## config.mk

```make
export PLATFORM = sky130hd
export DESIGN_NAME = instruction_encoder
export DESIGN_NICKNAME = d
export VERILOG_FILES = /design/src/rtl/instruction_encoder_pkg.sv /design/src/rtl/instruction_encoder_packer.sv /design/src/rtl/instruction_encoder.sv
export SDC_FILE = /design/constraint.sdc
export NUM_CORES = 1
export LEC_CHECK = 0
export ABC_AREA = 1
export CORE_AREA = 2 2 112 92
export CTS_CLUSTER_DIAMETER = 80
export CTS_CLUSTER_SIZE = 24
export DETAILED_ROUTE_END_ITERATION = 10
export DIE_AREA = 0 0 114 94
export DONT_BUFFER_PORTS = 1
export PLACE_DENSITY_LB_ADDON = 0.12
export SLEW_MARGIN = 20
export SYNTH_ARGS = -nofsm -noshare
export SYNTH_HDL_FRONTEND = slang
export SYNTH_SLANG_ARGS = --single-unit
```

## constraint.sdc

```tcl
create_clock -name clk -period 4.92 [get_ports clk]
set_input_delay 0.246 -clock clk [delete_from_list [all_inputs] [get_ports clk]]
set_output_delay 0.246 -clock clk [all_outputs]
set_load 0.01 [all_outputs]
```

## src/rtl/instruction_encoder_pkg.sv

```systemverilog
// Shared RV32I opcode constants (also used by the decoder) and the types and
// helpers common to the instruction encoder files.
`ifndef RV32I_OPCODES_DEFINED
`define RV32I_OPCODES_DEFINED
`define LUI            7'b0110111
`define AUIPC          7'b0010111
`define JAL            7'b1101111
`define JALR           7'b1100111
`define BRANCH         7'b1100011
`define LOAD           7'b0000011
`define STORE          7'b0100011
`define ARITHMETIC_IMM 7'b0010011
`define ARITHMETIC     7'b0110011
`endif

package instruction_encoder_pkg;

  // IDLE accepts bundles; SECOND holds the ADDI half of a large li.
  typedef enum logic {
    ST_IDLE   = 1'b0,
    ST_SECOND = 1'b1
  } enc_state_e;

  // ADDI x0, x0, 0 -- emitted in place of an unknown opcode.
  localparam logic [31:0] NOP_WORD   = 32'h0000_0013;
  localparam logic [2:0]  FUNCT3_ADD = 3'b000;
  localparam logic [4:0]  REG_X0     = 5'd0;

  // True when v is representable as a bits-wide two's complement value,
  // i.e. v[31:bits-1] are all copies of the same bit.
  function automatic logic fits_signed(input logic [31:0] v, input int unsigned bits);
    logic [31:0] upper;
    upper = 32'($signed(v) >>> (bits - 1));
    return (upper == 32'h0000_0000) || (upper == 32'hFFFF_FFFF);
  endfunction

endpackage

```

## src/rtl/instruction_encoder_packer.sv

```systemverilog
// Combinational packer: decoded fields plus a full 32-bit immediate become one
// RV32I word, with a flag when the immediate does not fit the format.
module instruction_packer
  import instruction_encoder_pkg::*;
(
  input  logic [6:0]  opcode_i,
  input  logic [4:0]  rd_i,
  input  logic [4:0]  rs1_i,
  input  logic [4:0]  rs2_i,
  input  logic [2:0]  funct3_i,
  input  logic [6:0]  funct7_i,
  input  logic [31:0] imm_i,
  output logic [31:0] word_o,
  output logic        error_o
);

  // Select the format from the opcode; out-of-range fields are still truncated
  // into the word so downstream sees a deterministic value alongside the flag.
  always_comb begin
    word_o  = NOP_WORD;
    error_o = 1'b1;
    case (opcode_i)
      `ARITHMETIC: begin
        word_o  = {funct7_i, rs2_i, rs1_i, funct3_i, rd_i, opcode_i};
        error_o = 1'b0;
      end
      `ARITHMETIC_IMM, `LOAD, `JALR: begin
        word_o  = {imm_i[11:0], rs1_i, funct3_i, rd_i, opcode_i};
        error_o = !fits_signed(imm_i, 12);
      end
      `STORE: begin
        word_o  = {imm_i[11:5], rs2_i, rs1_i, funct3_i, imm_i[4:0], opcode_i};
        error_o = !fits_signed(imm_i, 12);
      end
      `BRANCH: begin
        word_o  = {imm_i[12], imm_i[10:5], rs2_i, rs1_i, funct3_i,
                   imm_i[4:1], imm_i[11], opcode_i};
        error_o = !fits_signed(imm_i, 13) || imm_i[0];
      end
      `LUI, `AUIPC: begin
        word_o  = {imm_i[31:12], rd_i, opcode_i};
        error_o = |imm_i[11:0];
      end
      `JAL: begin
        word_o  = {imm_i[20], imm_i[10:1], imm_i[11], imm_i[19:12], rd_i, opcode_i};
        error_o = !fits_signed(imm_i, 21) || imm_i[0];
      end
      default: begin
        word_o  = NOP_WORD;
        error_o = 1'b1;
      end
    endcase
  end

endmodule

```

## src/rtl/instruction_encoder.sv

```systemverilog
// RV32I instruction encoder: packs field bundles into words behind a registered
// valid/ready output stage and expands li into ADDI or LUI(+ADDI).
module instruction_encoder
  import instruction_encoder_pkg::*;
(
  input  logic        clk,
  input  logic        reset_n,
  input  logic        in_valid,
  output logic        in_ready,
  input  logic [6:0]  in_opcode,
  input  logic [4:0]  in_rd,
  input  logic [4:0]  in_rs1,
  input  logic [4:0]  in_rs2,
  input  logic [2:0]  in_funct3,
  input  logic [6:0]  in_funct7,
  input  logic [31:0] in_imm,
  input  logic        in_li,
  output logic        out_valid,
  input  logic        out_ready,
  output logic [31:0] out_instruction,
  output logic        out_error
);

  enc_state_e  state_q, state_d;
  logic        out_valid_q, out_valid_d;
  logic [31:0] out_instr_q, out_instr_d;
  logic        out_err_q, out_err_d;
  logic [31:0] pend_q, pend_d;

  logic [31:0] pack_word;
  logic        pack_err;
  logic        slot_free;
  logic        accept;

  logic        li_fits;
  logic        li_lo_zero;
  logic [19:0] li_hi;
  logic [31:0] li_addi_x0;
  logic [31:0] li_lui;
  logic [31:0] li_addi_rd;

  instruction_packer u_packer (
    .opcode_i (in_opcode),
    .rd_i     (in_rd),
    .rs1_i    (in_rs1),
    .rs2_i    (in_rs2),
    .funct3_i (in_funct3),
    .funct7_i (in_funct7),
    .imm_i    (in_imm),
    .word_o   (pack_word),
    .error_o  (pack_err)
  );

  // li candidates; hi absorbs the carry because ADDI sign-extends its 12 bits.
  always_comb begin
    li_fits    = fits_signed(in_imm, 12);
    li_lo_zero = (in_imm[11:0] == 12'h000);
    li_hi      = in_imm[31:12] + {19'd0, in_imm[11]};
    li_addi_x0 = {in_imm[11:0], REG_X0, FUNCT3_ADD, in_rd, `ARITHMETIC_IMM};
    li_lui     = {li_hi, in_rd, `LUI};
    li_addi_rd = {in_imm[11:0], in_rd, FUNCT3_ADD, in_rd, `ARITHMETIC_IMM};
  end

  // The output register may be reloaded when empty or being drained this edge.
  assign slot_free = !out_valid_q || out_ready;
  assign in_ready  = (state_q == ST_IDLE) && slot_free;
  assign accept    = in_valid && in_ready;

  // Next-state and output-register loading for the IDLE/SECOND machine.
  always_comb begin
    state_d     = state_q;
    out_valid_d = out_valid_q;
    out_instr_d = out_instr_q;
    out_err_d   = out_err_q;
    pend_d      = pend_q;
    if (out_valid_q && out_ready) begin
      out_valid_d = 1'b0;
    end
    case (state_q)
      ST_IDLE: begin
        if (accept) begin
          out_valid_d = 1'b1;
          if (in_li) begin
            out_err_d = 1'b0;
            if (li_fits) begin
              out_instr_d = li_addi_x0;
            end else begin
              out_instr_d = li_lui;
              if (!li_lo_zero) begin
                pend_d  = li_addi_rd;
                state_d = ST_SECOND;
              end
            end
          end else begin
            out_instr_d = pack_word;
            out_err_d   = pack_err;
          end
        end
      end
      ST_SECOND: begin
        if (slot_free) begin
          out_valid_d = 1'b1;
          out_instr_d = pend_q;
          out_err_d   = 1'b0;
          state_d     = ST_IDLE;
        end
      end
      default: begin
        state_d = ST_IDLE;
      end
    endcase
  end

  // Control state and output stage, cleared asynchronously.
  always_ff @(posedge clk or negedge reset_n) begin
    if (!reset_n) begin
      state_q     <= ST_IDLE;
      out_valid_q <= 1'b0;
      out_instr_q <= 32'h0000_0000;
      out_err_q   <= 1'b0;
    end else begin
      state_q     <= state_d;
      out_valid_q <= out_valid_d;
      out_instr_q <= out_instr_d;
      out_err_q   <= out_err_d;
    end
  end

  // Pending ADDI word; only meaningful while in SECOND, so it needs no reset.
  always_ff @(posedge clk) begin
    pend_q <= pend_d;
  end

  assign out_valid       = out_valid_q;
  assign out_instruction = out_instr_q;
  assign out_error       = out_err_q;

endmodule

```

# Word level (Yosys, flattened, before mapping)
# Cells that the tools add are included.
[classes] add_sub_neg=1 n_eq_ne=14 mux=21 bitwise=3 reduce_logical=23
[op_table] op="$pmux 32 s6" n=1
[op_table] op="$mux 32" n=4
[op_table] op="$eq 32x32->1 const B" n=3
[op_table] op="$logic_not 32->1" n=3
[op_table] op="$pmux 32 s2" n=1
[op_table] op="$eq 7x6->1 const B" n=3
[op_table] op="$eq 7x7->1 const B" n=3
[op_table] op="$add 20x1->20" n=1
[op_table] op="$eq 7x5->1 const B" n=2
[op_table] op="$logic_not 12->1" n=1
[op_table] op="$reduce_or 12->1" n=1
[op_table] op="$mux 1" n=11
[op_table] op="$eq 7x2->1 const B" n=1
[op_table] op="$logic_or 1x1->1" n=6
[op_table] op="$pmux 1 s2" n=3
[op_table] op="$pmux 1 s5" n=1
[op_table] op="$reduce_and 5->1" n=1
[op_table] op="$logic_not 1->1" n=4
[op_table] op="$reduce_or 4->1" n=1
[op_table] op="$logic_and 1x1->1" n=3
[op_table] op="$not 1->1" n=3
[op_table] op="$reduce_or 3->1" n=1
[op_table] op="$ne 2x1->1 const B" n=1
[op_table] op="$ne 2x2->1 const B" n=1
[op_table] op="2 further kinds" n=2
[totals] regBits=57 inputBits=69 output_inout_bits=35 wordCells=67

# Longest topological paths before layout
[depth] word_depth=8 mapped_depth=15 ltp_nobuf=15

# Hierarchy
# Synthesis repeated with hierarchy kept, for this count alone.
[hier_totals] cells_unflattened=654 hier_area_um2=4250.3
[modules_own_cells] mod="instruction_encoder" n_inst=1 cells_each=424 area_per_inst_um2=3215.6 seq_area_each_um2=1386.3
[modules_own_cells] mod="instruction_packer" n_inst=1 cells_each=230 area_per_inst_um2=1034.7 seq_area_each_um2=0.0

# Worst setup path after synthesis
# No wires, ideal clock.
[synth_timing] path_type="input to register" startpoint="in in_imm[11]" endpoint="reg pend_q[15] (enable)" setup_time_ns=0.390 arrival_ns=2.037 setup_slack_ns=2.492 stages=10 n_path_buf=1 path_cell_list="ha_1 inv_1 nor2_4 nand2_4 nor2_4 nand2_2 nand2_4 buf_8 or2_2 nor2_1"
[synth_via] elab_chain_cells=4
[synth_lines] element="from (decl)" line_no="instruction_encoder.sv:16" source="input logic [31:0] in_imm,"
[synth_lines] element="$eq 32x32->1 / $logic_not 32->1 (equally long branches)" line_no="instruction_encoder_pkg.sv:34" source="return (upper == 32'h0000_0000) || (upper == 32'hFFFF_FFFF);"
[synth_lines] element="$logic_or 1x1->1" line_no="instruction_encoder_pkg.sv:34"
[synth_lines] element="$not 1->1 (no line)"
[synth_lines] element="$reduce_and 5->1 (no line) (*)"
[synth_lines] element="to (signal assigned)" line_no="instruction_encoder.sv:131" source="pend_q <= pend_d;"
[synth_lines] element="to (decl)" line_no="instruction_encoder.sv:28" source="logic [31:0] pend_q, pend_d;"
# Mark *: on every way between the ends. The rest lies on a longest branch, timed or not.
# A chain may end at the register's enable or synchronous reset.

# Worst setup path in the final report
[layout_timing] startpoint="reg state_q" endpoint="reg out_instr_q[1], in the netlist out_instruction[1]"
[layout_via] elab_chain_cells=5
[layout_lines] element="from (decl)" line_no="instruction_encoder.sv:24" source="enc_state_e state_q, state_d;"
[layout_lines] element="from (signal assigned)" line_no="instruction_encoder.sv:122" source="state_q <= state_d;"
[layout_lines] element="$not 1->1"
[layout_lines] element="$logic_and 1x1->1" line_no="instruction_encoder.sv:66" source="assign in_ready = (state_q == ST_IDLE) && slot_free;"
[layout_lines] element="$logic_and 1x1->1" line_no="instruction_encoder.sv:67" source="assign accept = in_valid && in_ready;"
[layout_lines] element="$ne 2x2->1 (no line)"
[layout_lines] element="$reduce_and 2->1 (no line)"
[layout_lines] element="to (signal assigned)" line_no="instruction_encoder.sv:124" source="out_instr_q <= out_instr_d;"
[layout_lines] element="to (decl)" line_no="instruction_encoder.sv:26" source="logic [31:0] out_instr_q, out_instr_d;"
# Several ways; a longest one is shown, not always the timed one.

==> reports/summary.txt <==
Outcome - complete, no violations
Die area - 10720 sq um
Count leader, synth - nand2_1
Die span in y - 94 microns
Post-CTS Setup Inserts - 0
Syn_area_per_cell - 6.071 sq um
Nets@finish - 754
Max clock buf depth - 2
Worst-margin pin slew - 812.8 ps
Initial antenna violation count - 0
Hold Crit Class - in2reg
Post-CTS Hold Buffers - 2
H-tree depth - 2
Power per cell area - 262.4 nW/um^2
Ranking of synthesized cells by area - nand2_1 23%, dfrtp_1 21%, edfxtp_1 12%, nor2_1 10%, nand3_1 7.2%
Drt wl/cell - 18.74 microns
Post-Syn Nets - 767
Final setup vio count - 0
FF+latch count, synth - 52
Critical Path RT - 5110 ps
Die width - 114 microns
Post-synth ARST share - 67.31%
Clock Tree Root - clkbuf_16
RSZ-0062 raised after global routing - no
Worst Setup End Kind - flip-flop
GP Congestion - 0.9575
Setup TNS - 0 ps
Max cap viols - 0
Synth Cell Area - 4219 sq um
Startpoint Class - flip-flop
Arrival time of the worst setup path - 2600 ps
IO Pins - 104
TritonCTS clock tree - yes
DR iter-0 viols - 398
Sequential area share after synthesis - 32.86%
Hold path depth - 0
Initial core utilization - 44.28%
Ant. Diodes - 0
1st-pass router iterations - 5
Core box area - 9529 sq um
Post-synth EDFFs - 17
Post-CTS sizing - 0
Max VDD drop - 0.0001528 V
Final hold vios - 0
Post-route ant nets - 0
Leading post-synthesis cells by instance count - 262 x nand2_1, 116 x nor2_1, 61 x nand3_1, 46 x inv_1, 38 x a21oi_1
CP max FO - 25
Slew margin rel. - 45.61%
Setup WS post-layout - 2503 ps
First-pass GRT wire length - 23580 microns
Total power - 1.167 mW
R2R depth - 4
Routed vias - 4431
Number of port buffers - 0
Cts bufs inserted - 5
Yosys cell types - 34
HPWL after DPL - 11490 microns
Placement Setup Slack - 2533 ps
Tcrit/Tclk final - 49.12%
Worst-path clk slew - 80 ps
DRC - 0
Layout cells sized above 1 - 6.296%
Fin crit period - 2417 ps
Highest clock rate - 413.8 MHz
FP Rows - 32
Synthesis-to-layout area growth - 5.427%
Clock Skews - 7.990 ps
Worst-Skew Late Latency - 300 ps
Crit Path Class - reg2reg
Synth Warn # - 0
Hold slack - 37.22 ps
Leak pwr - 2.216 nW
Yosys top cell area share - 23.31%
GRT overflow - 0
Vias in the first global route - 4317
Mapped Cells - 695
Gr usage total - 28.88%
Clk sinks - 52
Synth Flop Type - dfrtp_1
Post-DR vias/cell - 5.525
Area leader, netlist - nand2_1
Pin count of the biggest net entering global routing - 36
Slew Limit Fails - 0
Wirelength, routed - 15030 microns
-- sequential cells by signal, summed over array words and instances, names as in the netlist --
register / count
state_q: 1
out_error: 1
out_valid: 1
pend_q: 17
out_instruction: 32
-- critical path: stages (launching register included) --
cell,delay [ps]
dfrtp_1,660
o21ai_2,600
buf_4,380
inv_1,300
or2_2,350
-- metal layers --
layer | global-route usage [%] | part of all wire [%] | vias to the layer above
met3 | 6.581 | 8.8 | 2
met2 | 46.48 | 45 | 198
met4 | 2.744 | 0.17 | 0
met5 | 0 | 0 | -
met1 | 41.08 | 46 | 2053
li1 | - | - | 2178
-- report_power, final --
group	leakage, nW	total [mW]	internal, mW	switching (mW)
sequential	0.580	0.587	0.511	0.0753
clock	0.0719	0.363	0.193	0.169
combinational	1.56	0.218	0.0703	0.147
total	2.22	1.17	0.775	0.392
-- cell type report --
cell class,instances,area [sq um]
clock buffer,5,125.1
clock inverter,3,27.53
fill,1059,5081
inverter,50,187.7
multi-input combinational,567,2512
sequential,52,1386
tap,119,148.9
timing repair buffer,6,60.06
-- logic make-up (layout without fill, tap and decap cells) --
group,Yosys count,in the layout,synth area share (%)
and+or+nand+nor,479,479,47.48
AOI/OAI and AO/OA,78,78,9.638
buffers and inverters,76,64,7.681
DFF,52,52,32.86
xor gates and xnor gates,7,7,1.453
adders and majority gates,3,3,0.8898
-- cell usage in the layout, fill, tap and decap left out, drive strengths merged, types with 5 or more instances in the layout --
cell	synthesis	final
nand2	274	274
nor2	123	123
nand3	63	63
inv	49	50
a21oi	39	39
dfrtp	35	35
o21ai	34	34
edfxtp	17	17
nor3	10	10
xor2	7	7
clkbuf	9	5
buf	17	5
-- through the flow --
step                      utilization [%]  cell area, sq um  std cells
final                               46.68              4448        802
after global routing                46.68              4448        802
after CTS                           46.68              4448        802
after detailed placement            44.76              4265        792
after global placement              44.76              4265        792
after floorplan                         -              4219        695
-- path summary, 6_finish.rpt --
kind,start,slack (ps),to
worst min-delay path,in_rd[1],40,pend_q[16]$_DFFE_PP_
max in group asynchronous,reset_n,4300,out_instruction[26]$_DFFE_PN0P_
worst max register to register,state_q$_DFF_PN0_,2500,out_instruction[1]$_DFFE_PN0P_
worst min register to register,out_instruction[21]$_DFFE_PN0P_,550,out_instruction[21]$_DFFE_PN0P_
worst max-delay path,state_q$_DFF_PN0_,2500,out_instruction[1]$_DFFE_PN0P_
min in group asynchronous,reset_n,430,out_instruction[15]$_DFFE_PN0P_
(Power assumes the default switching activity.)
